--- src/rtl/mult_hilo_unit.sv ---
// Sequential multiplier with HI/LO result registers, also written by MTHI/MTLO.
// Define MULT_RADIX4_EN to retire two multiplier bits per cycle instead of one.
module mult_hilo_unit #(
  parameter int unsigned WIDTH = 32
) (
  input  logic             clk,
  input  logic             rst_n,
  input  logic             start,
  input  logic             is_signed,
  input  logic [WIDTH-1:0] op_a,
  input  logic [WIDTH-1:0] op_b,
  input  logic             hi_we,
  input  logic             lo_we,
  input  logic [WIDTH-1:0] wdata,
  output logic             busy,
  output logic             done,
  output logic [WIDTH-1:0] hi,
  output logic [WIDTH-1:0] lo
);

`ifdef MULT_RADIX4_EN
  localparam int unsigned StepBits = 2;
`else
  localparam int unsigned StepBits = 1;
`endif
  localparam int unsigned Iters = WIDTH / StepBits;
  localparam int unsigned CntW = $clog2(Iters);
  localparam logic [CntW-1:0] CntLast = CntW'(Iters - 1);

  localparam logic [1:0] ST_IDLE = 2'd0;
  localparam logic [1:0] ST_CALC = 2'd1;
  localparam logic [1:0] ST_FIX  = 2'd2;

  logic [1:0]         state_q, state_d;
  logic [CntW-1:0]    cnt_q, cnt_d;
  logic [2*WIDTH-1:0] acc_q, acc_d, acc_step;
  logic [WIDTH-1:0]   mcand_q, mcand_d;
  logic               neg_q, neg_d;
  logic [WIDTH-1:0]   hi_q, hi_d, lo_q, lo_d;
  logic               done_q, done_d;
  logic [WIDTH-1:0]   abs_a, abs_b;

  // Magnitudes only for MULT; -0x80..0 wraps to itself and is read as unsigned.
  always_comb begin
    abs_a = op_a;
    abs_b = op_b;
    if (is_signed && op_a[WIDTH-1]) abs_a = -op_a;
    if (is_signed && op_b[WIDTH-1]) abs_b = -op_b;
  end

`ifdef MULT_RADIX4_EN
  logic [WIDTH+1:0] mcand3_q, mcand3_d;
  logic [WIDTH+1:0] addend, upper_sum;

  always_comb begin
    case (acc_q[1:0])
      2'd0:    addend = '0;
      2'd1:    addend = {2'b00, mcand_q};
      2'd2:    addend = {1'b0, mcand_q, 1'b0};
      default: addend = mcand3_q;
    endcase
    upper_sum = {2'b00, acc_q[2*WIDTH-1:WIDTH]} + addend;
    acc_step  = {upper_sum, acc_q[WIDTH-1:2]};
  end
`else
  logic [WIDTH:0] addend, upper_sum;

  always_comb begin
    addend    = acc_q[0] ? {1'b0, mcand_q} : '0;
    upper_sum = {1'b0, acc_q[2*WIDTH-1:WIDTH]} + addend;
    acc_step  = {upper_sum, acc_q[WIDTH-1:1]};
  end
`endif

  always_comb begin
    state_d = state_q;
    cnt_d   = cnt_q;
    acc_d   = acc_q;
    mcand_d = mcand_q;
    neg_d   = neg_q;
    hi_d    = hi_q;
    lo_d    = lo_q;
    done_d  = 1'b0;
`ifdef MULT_RADIX4_EN
    mcand3_d = mcand3_q;
`endif
    case (state_q)
      ST_IDLE: begin
        if (hi_we) hi_d = wdata;
        if (lo_we) lo_d = wdata;
        if (start) begin
          state_d = ST_CALC;
          cnt_d   = CntLast;
          mcand_d = abs_a;
          acc_d   = {{WIDTH{1'b0}}, abs_b};
          neg_d   = is_signed & (op_a[WIDTH-1] ^ op_b[WIDTH-1]);
`ifdef MULT_RADIX4_EN
          mcand3_d = {2'b00, abs_a} + {1'b0, abs_a, 1'b0};
`endif
        end
      end
      ST_CALC: begin
        acc_d = acc_step;
        if (cnt_q == '0) state_d = ST_FIX;
        else             cnt_d   = cnt_q - CntW'(1);
      end
      ST_FIX: begin
        {hi_d, lo_d} = neg_q ? -acc_q : acc_q;
        done_d       = 1'b1;
        state_d      = ST_IDLE;
      end
      default: state_d = ST_IDLE;
    endcase
  end

  always_ff @(posedge clk or negedge rst_n) begin
    if (!rst_n) begin
      state_q <= ST_IDLE;
      cnt_q   <= '0;
      acc_q   <= '0;
      mcand_q <= '0;
      neg_q   <= 1'b0;
      hi_q    <= '0;
      lo_q    <= '0;
      done_q  <= 1'b0;
`ifdef MULT_RADIX4_EN
      mcand3_q <= '0;
`endif
    end else begin
      state_q <= state_d;
      cnt_q   <= cnt_d;
      acc_q   <= acc_d;
      mcand_q <= mcand_d;
      neg_q   <= neg_d;
      hi_q    <= hi_d;
      lo_q    <= lo_d;
      done_q  <= done_d;
`ifdef MULT_RADIX4_EN
      mcand3_q <= mcand3_d;
`endif
    end
  end

  assign busy = (state_q != ST_IDLE);
  assign done = done_q;
  assign hi   = hi_q;
  assign lo   = lo_q;

endmodule

--- config.mk ---
export PLATFORM = sky130hd
export DESIGN_NAME = mult_hilo_unit
export DESIGN_NICKNAME = d
export VERILOG_FILES = /design/src/rtl/mult_hilo_unit.sv
export SDC_FILE = /design/constraint.sdc
export NUM_CORES = 1
export LEC_CHECK = 0
export CORE_MARGIN = 10
export CORE_UTILIZATION = 45
export CTS_BUF_LIST = sky130_fd_sc_hd__clkbuf_16
export DETAILED_ROUTE_END_ITERATION = 10
export GPL_TIMING_DRIVEN = 1
export PLACE_DENSITY = 0.68
export SYNTH_ARGS = -nofsm -noshare
export SYNTH_HDL_FRONTEND = slang
export SYNTH_SLANG_ARGS = --single-unit
--- constraint.sdc ---
create_clock -name clk -period 4 [get_ports clk]
set_clock_uncertainty 0.15 [all_clocks]
set_input_delay 1 -clock clk [delete_from_list [all_inputs] [get_ports clk]]
set_output_delay 1 -clock clk [all_outputs]
set_load 0.01 [all_outputs]
==> run summary <==
Share of the synthesized area in the top cell type - 36.8%
Leakage power figure - 0.00568 µW
Clock tree from TritonCTS - yes
Syn Area/Cell - 8.41 µm²
Max-cap check violation count - 0
Number of DRC markers after the initial detailed-route iteration - 1090
WL per Instance - 19.3 µm
Number of instances in the synthesized netlist - 1366
Setup repair after global routing missed its margin - no
Number of global-route vias before repair - 10.3k
Clock Latency Late Sink - 430 ps
Share of synthesized area occupied by flip-flops and latches - 36.8%
Detail Placement HPWL - 27.9 mm
CTS max path bufs - 2
Area overhead of the layout relative to synthesis - 23.3%
Crit-path max cell delay - 590 ps
Dominant cells by area after synthesis - sky130_fd_sc_hd__dfrtp_1 (37%), sky130_fd_sc_hd__o21ai_0 (7.7%), sky130_fd_sc_hd__nand2_1 (6.0%), sky130_fd_sc_hd__xor2_1 (5.3%), sky130_fd_sc_hd__xnor2_1 (5.0%)
Post-layout min period - 3500 ps
Final GP Congestion - 0.934
Hold_buf cts - 0
All-layer global routing usage - 21.4%
Final standard cell area without fillers - 14200 µm²
Initial antenna violation count - 1
Tightest Hold Check Type - reg2reg
Proportion of layout cells with a drive suffix above 1 - 6.47%
Post-Place Cell Area - 13600 µm²
Floorplan row count - 58
Synthesis-stage register bit count - 169
Reg-to-reg slack, setup - 500 ps
Root buf cell - sky130_fd_sc_hd__clkbuf_16
Hold_sp - mcand_q[20]$_DFFE_PN0P_
Worst-path cell with the longest stage delay - sky130_fd_sc_hd__or4_1
Final period utilization - 87.4%
Number of warnings printed during yosys synthesis - 0
Max VDD drop - 374 µV
Die span in y - 180 µm
Wire length of the first global-routing pass - 57.2 mm
Synthesized Nets - 1506
Post-synth EDFFs - 0
Data arrival time of the critical path - 3650 ps
CTS resizes - 0
Width of the die - 180 µm
Number of cells on the worst reg-to-reg path - 12
Endpoint class of the critical path - flop
Peak Freq - 0.286 GHz
Crit path launch type - input pin
Worst-path fanout max - 4
Fraction of registers with async set/reset - 100%
Status - completed
Most frequent standard cell in the layout excluding fill and tap cells - sky130_fd_sc_hd__nand2_1
End of the worst register-to-register path - acc_q[59]$_DFFE_PN0P_
Number of levels in the clock H-tree - 4
Clock-pin transition on the worst setup and hold timing paths - 70 ps
Slew Limit Headroom - 43.0%
Total number of vias - 10.7k
Residual DRC count - 0
Top library cells by usage in the layout, fill and taps aside - sky130_fd_sc_hd__nand2_1 (182), sky130_fd_sc_hd__o21ai_0 (176), sky130_fd_sc_hd__dfrtp_1 (168), sky130_fd_sc_hd__clkdlybuf4s50_1 (166), sky130_fd_sc_hd__nor2_1 (87)
Hold-critical path depth - 2
Pins over their slew limit - 0
Setup bufs post-CTS - 0
Total wire length after detailed routing - 35.7 mm
Number of top-level pins - 168
Largest net degree at the start of global routing - 61
First-pass detailed-route iteration total - 6
Power density over cell area - 768 nW/µm²
Critical Setup Path Class - in2reg
Cells traversed along the worst timing path - clkdlybuf4s50_1 > or4_1 > or4_1 > nor4_2 > nand2_1 > o41ai_1 > xor2_1 > o21ai_0
Number of library cell types mapped by synthesis - 68
Startpoint of the lowest-slack register-to-register path - acc_q[0]$_DFFE_PN0P_
Number of failing setup endpoints in the final timing report - 0
Residual antenna-violating net count after detailed routing - 0
Final-stage net count - 1643
Data required, critical path - 4150 ps
Cell area after synthesis - 11500 µm²
Hold endpoint - mcand_q[20]$_DFFE_PN0P_
Detailed-route vias per instance - 5.80
Grt ovf - 0
Worst-margin pin slew - 855 ps
Standard cell core area - 25200 µm²
Number of endpoints with negative hold slack in the final report - 0
Total of buffers placed on input and output ports - 167
Most used flip-flop cell after synthesis - sky130_fd_sc_hd__dfrtp_1
TNS Setup - 0 ps
Die Area - 32300 µm²
Initial cell density of the core - 45.6%
CTS sink count - 169
Number of clock buffers inserted by TritonCTS - 17
Cell taking the most area after synthesis - sky130_fd_sc_hd__dfrtp_1
Most numerous cell on the critical path - sky130_fd_sc_hd__or4_1
[Yosys cell counts, types with 5 or more instances]
cell                         n
sky130_fd_sc_hd__nand2_1   183
sky130_fd_sc_hd__a31oi_1     8
sky130_fd_sc_hd__a21boi_0    6
sky130_fd_sc_hd__nor2b_1    13
sky130_fd_sc_hd__o31ai_1    27
sky130_fd_sc_hd__nand2b_1   16
sky130_fd_sc_hd__a211oi_1    7
sky130_fd_sc_hd__a22oi_1    36
sky130_fd_sc_hd__a21o_1      9
sky130_fd_sc_hd__and3_1      6
sky130_fd_sc_hd__nand4_1     9
sky130_fd_sc_hd__nor3_1     22
sky130_fd_sc_hd__inv_1      24
sky130_fd_sc_hd__nor2_1     88
sky130_fd_sc_hd__a222oi_1    6
sky130_fd_sc_hd__o211ai_1    7
sky130_fd_sc_hd__or3_1      16
sky130_fd_sc_hd__o21bai_1    5
sky130_fd_sc_hd__o221ai_1   11
sky130_fd_sc_hd__nor3b_1     5
sky130_fd_sc_hd__nand3_1    22
sky130_fd_sc_hd__ha_1       37
sky130_fd_sc_hd__o41ai_1    16
sky130_fd_sc_hd__dfrtp_1   169
sky130_fd_sc_hd__or4_1      11
sky130_fd_sc_hd__a21oi_1    75
sky130_fd_sc_hd__mux2i_1    20
sky130_fd_sc_hd__o21ai_0   176
sky130_fd_sc_hd__clkbuf_1   79
sky130_fd_sc_hd__xnor2_1    65
sky130_fd_sc_hd__xor2_1     69
sky130_fd_sc_hd__or2_2       6
sky130_fd_sc_hd__and2_1     36
sky130_fd_sc_hd__nor4_1     13
sky130_fd_sc_hd__o22ai_1     7
[cell families (layout without fill, tap and decap cells)]
family | Yosys count | after routing | synth area share (%)
compound gates | 424 | 424 | 23.0
buf+inv | 109 | 258 | 3.65
mux | 22 | 22 | 1.94
simple gates | 470 | 470 | 20.2
flops | 169 | 169 | 36.8
xor+xnor | 134 | 134 | 10.2
fa+ha+maj | 38 | 38 | 4.20
other cells | 0 | 1 | 0
[metal layers]
layer  routed length [µm]  GRT usage, %
met5                    0             0
met4                  861          6.58
met3                 2360          3.53
met2                15300          32.3
met1                17200          30.6
[worst max-delay path: cells and delay by family]
family	cells	cell delay (ps)
AOI/OAI and AO/OA	2	490
and+or+nand+nor	4	1550
buffers and inverters	1	430
xor gates and xnor gates	1	180
[state kept, by name, indices dropped and copies added, names as in the netlist]
name     cells
acc_q       64
cnt_q        5
done         1
neg_q        1
mcand_q     32
lo          32
state_q      2
hi          32
[report_power, final]
| part | total (µW) | internal, µW | leakage, µW | switching, µW |
|---|---|---|---|---|
| combinational | 5570 | 2570 | 0.00335 | 3000 |
| sequential | 3620 | 2570 | 0.00205 | 1050 |
| clock | 1690 | 934 | 0.000287 | 751 |
[layout make-up]
| type | instances | area (µm²) |
|---|---|---|
| Antenna cell | 1 | 2.50 |
| Clock buffer | 17 | 425 |
| Clock inverter | 14 | 163 |
| Fill cell | 2287 | 11000 |
| Inverter | 24 | 90.1 |
| Multi-Input combinational cell | 1088 | 6870 |
| Sequential cell | 169 | 4230 |
| Tap cell | 330 | 413 |
| Timing Repair Buffer | 203 | 1980 |
[stage by stage]
stage | hold WS [ps] | instances | worst slack, ps | power [µW] | utilization, %
CTS | 328 | 1845 | 493 | 10900 | 56.3
detailed placement | 312 | 1814 | 151 | 9140 | 53.9
floorplan | 288 | 1366 | 719 | 7030 | -
global route | 356 | 1846 | 211 | 11700 | 56.3
global placement | 304 | 1814 | 155 | 8990 | 53.9
finish | 323 | 1846 | 503 | 10900 | 56.3
[worst max-delay path by stage]
stage / slack, ps / from / cells after the start / endpoint
final: 500 / op_b[9] / 8 / acc_q[26]$_DFFE_PN0P_
after global routing: 210 / acc_q[0]$_DFFE_PN0P_ / 11 / acc_q[58]$_DFFE_PN0P_
after CTS: 490 / op_b[9] / 8 / acc_q[26]$_DFFE_PN0P_
after detailed placement: 150 / op_b[9] / 8 / acc_q[26]$_DFFE_PN0P_
after global placement: 160 / op_b[9] / 8 / acc_q[26]$_DFFE_PN0P_
after floorplan: 720 / op_b[9] / 7 / acc_q[26]$_DFFE_PN0P_
Power figures use the tool's default switching activity.
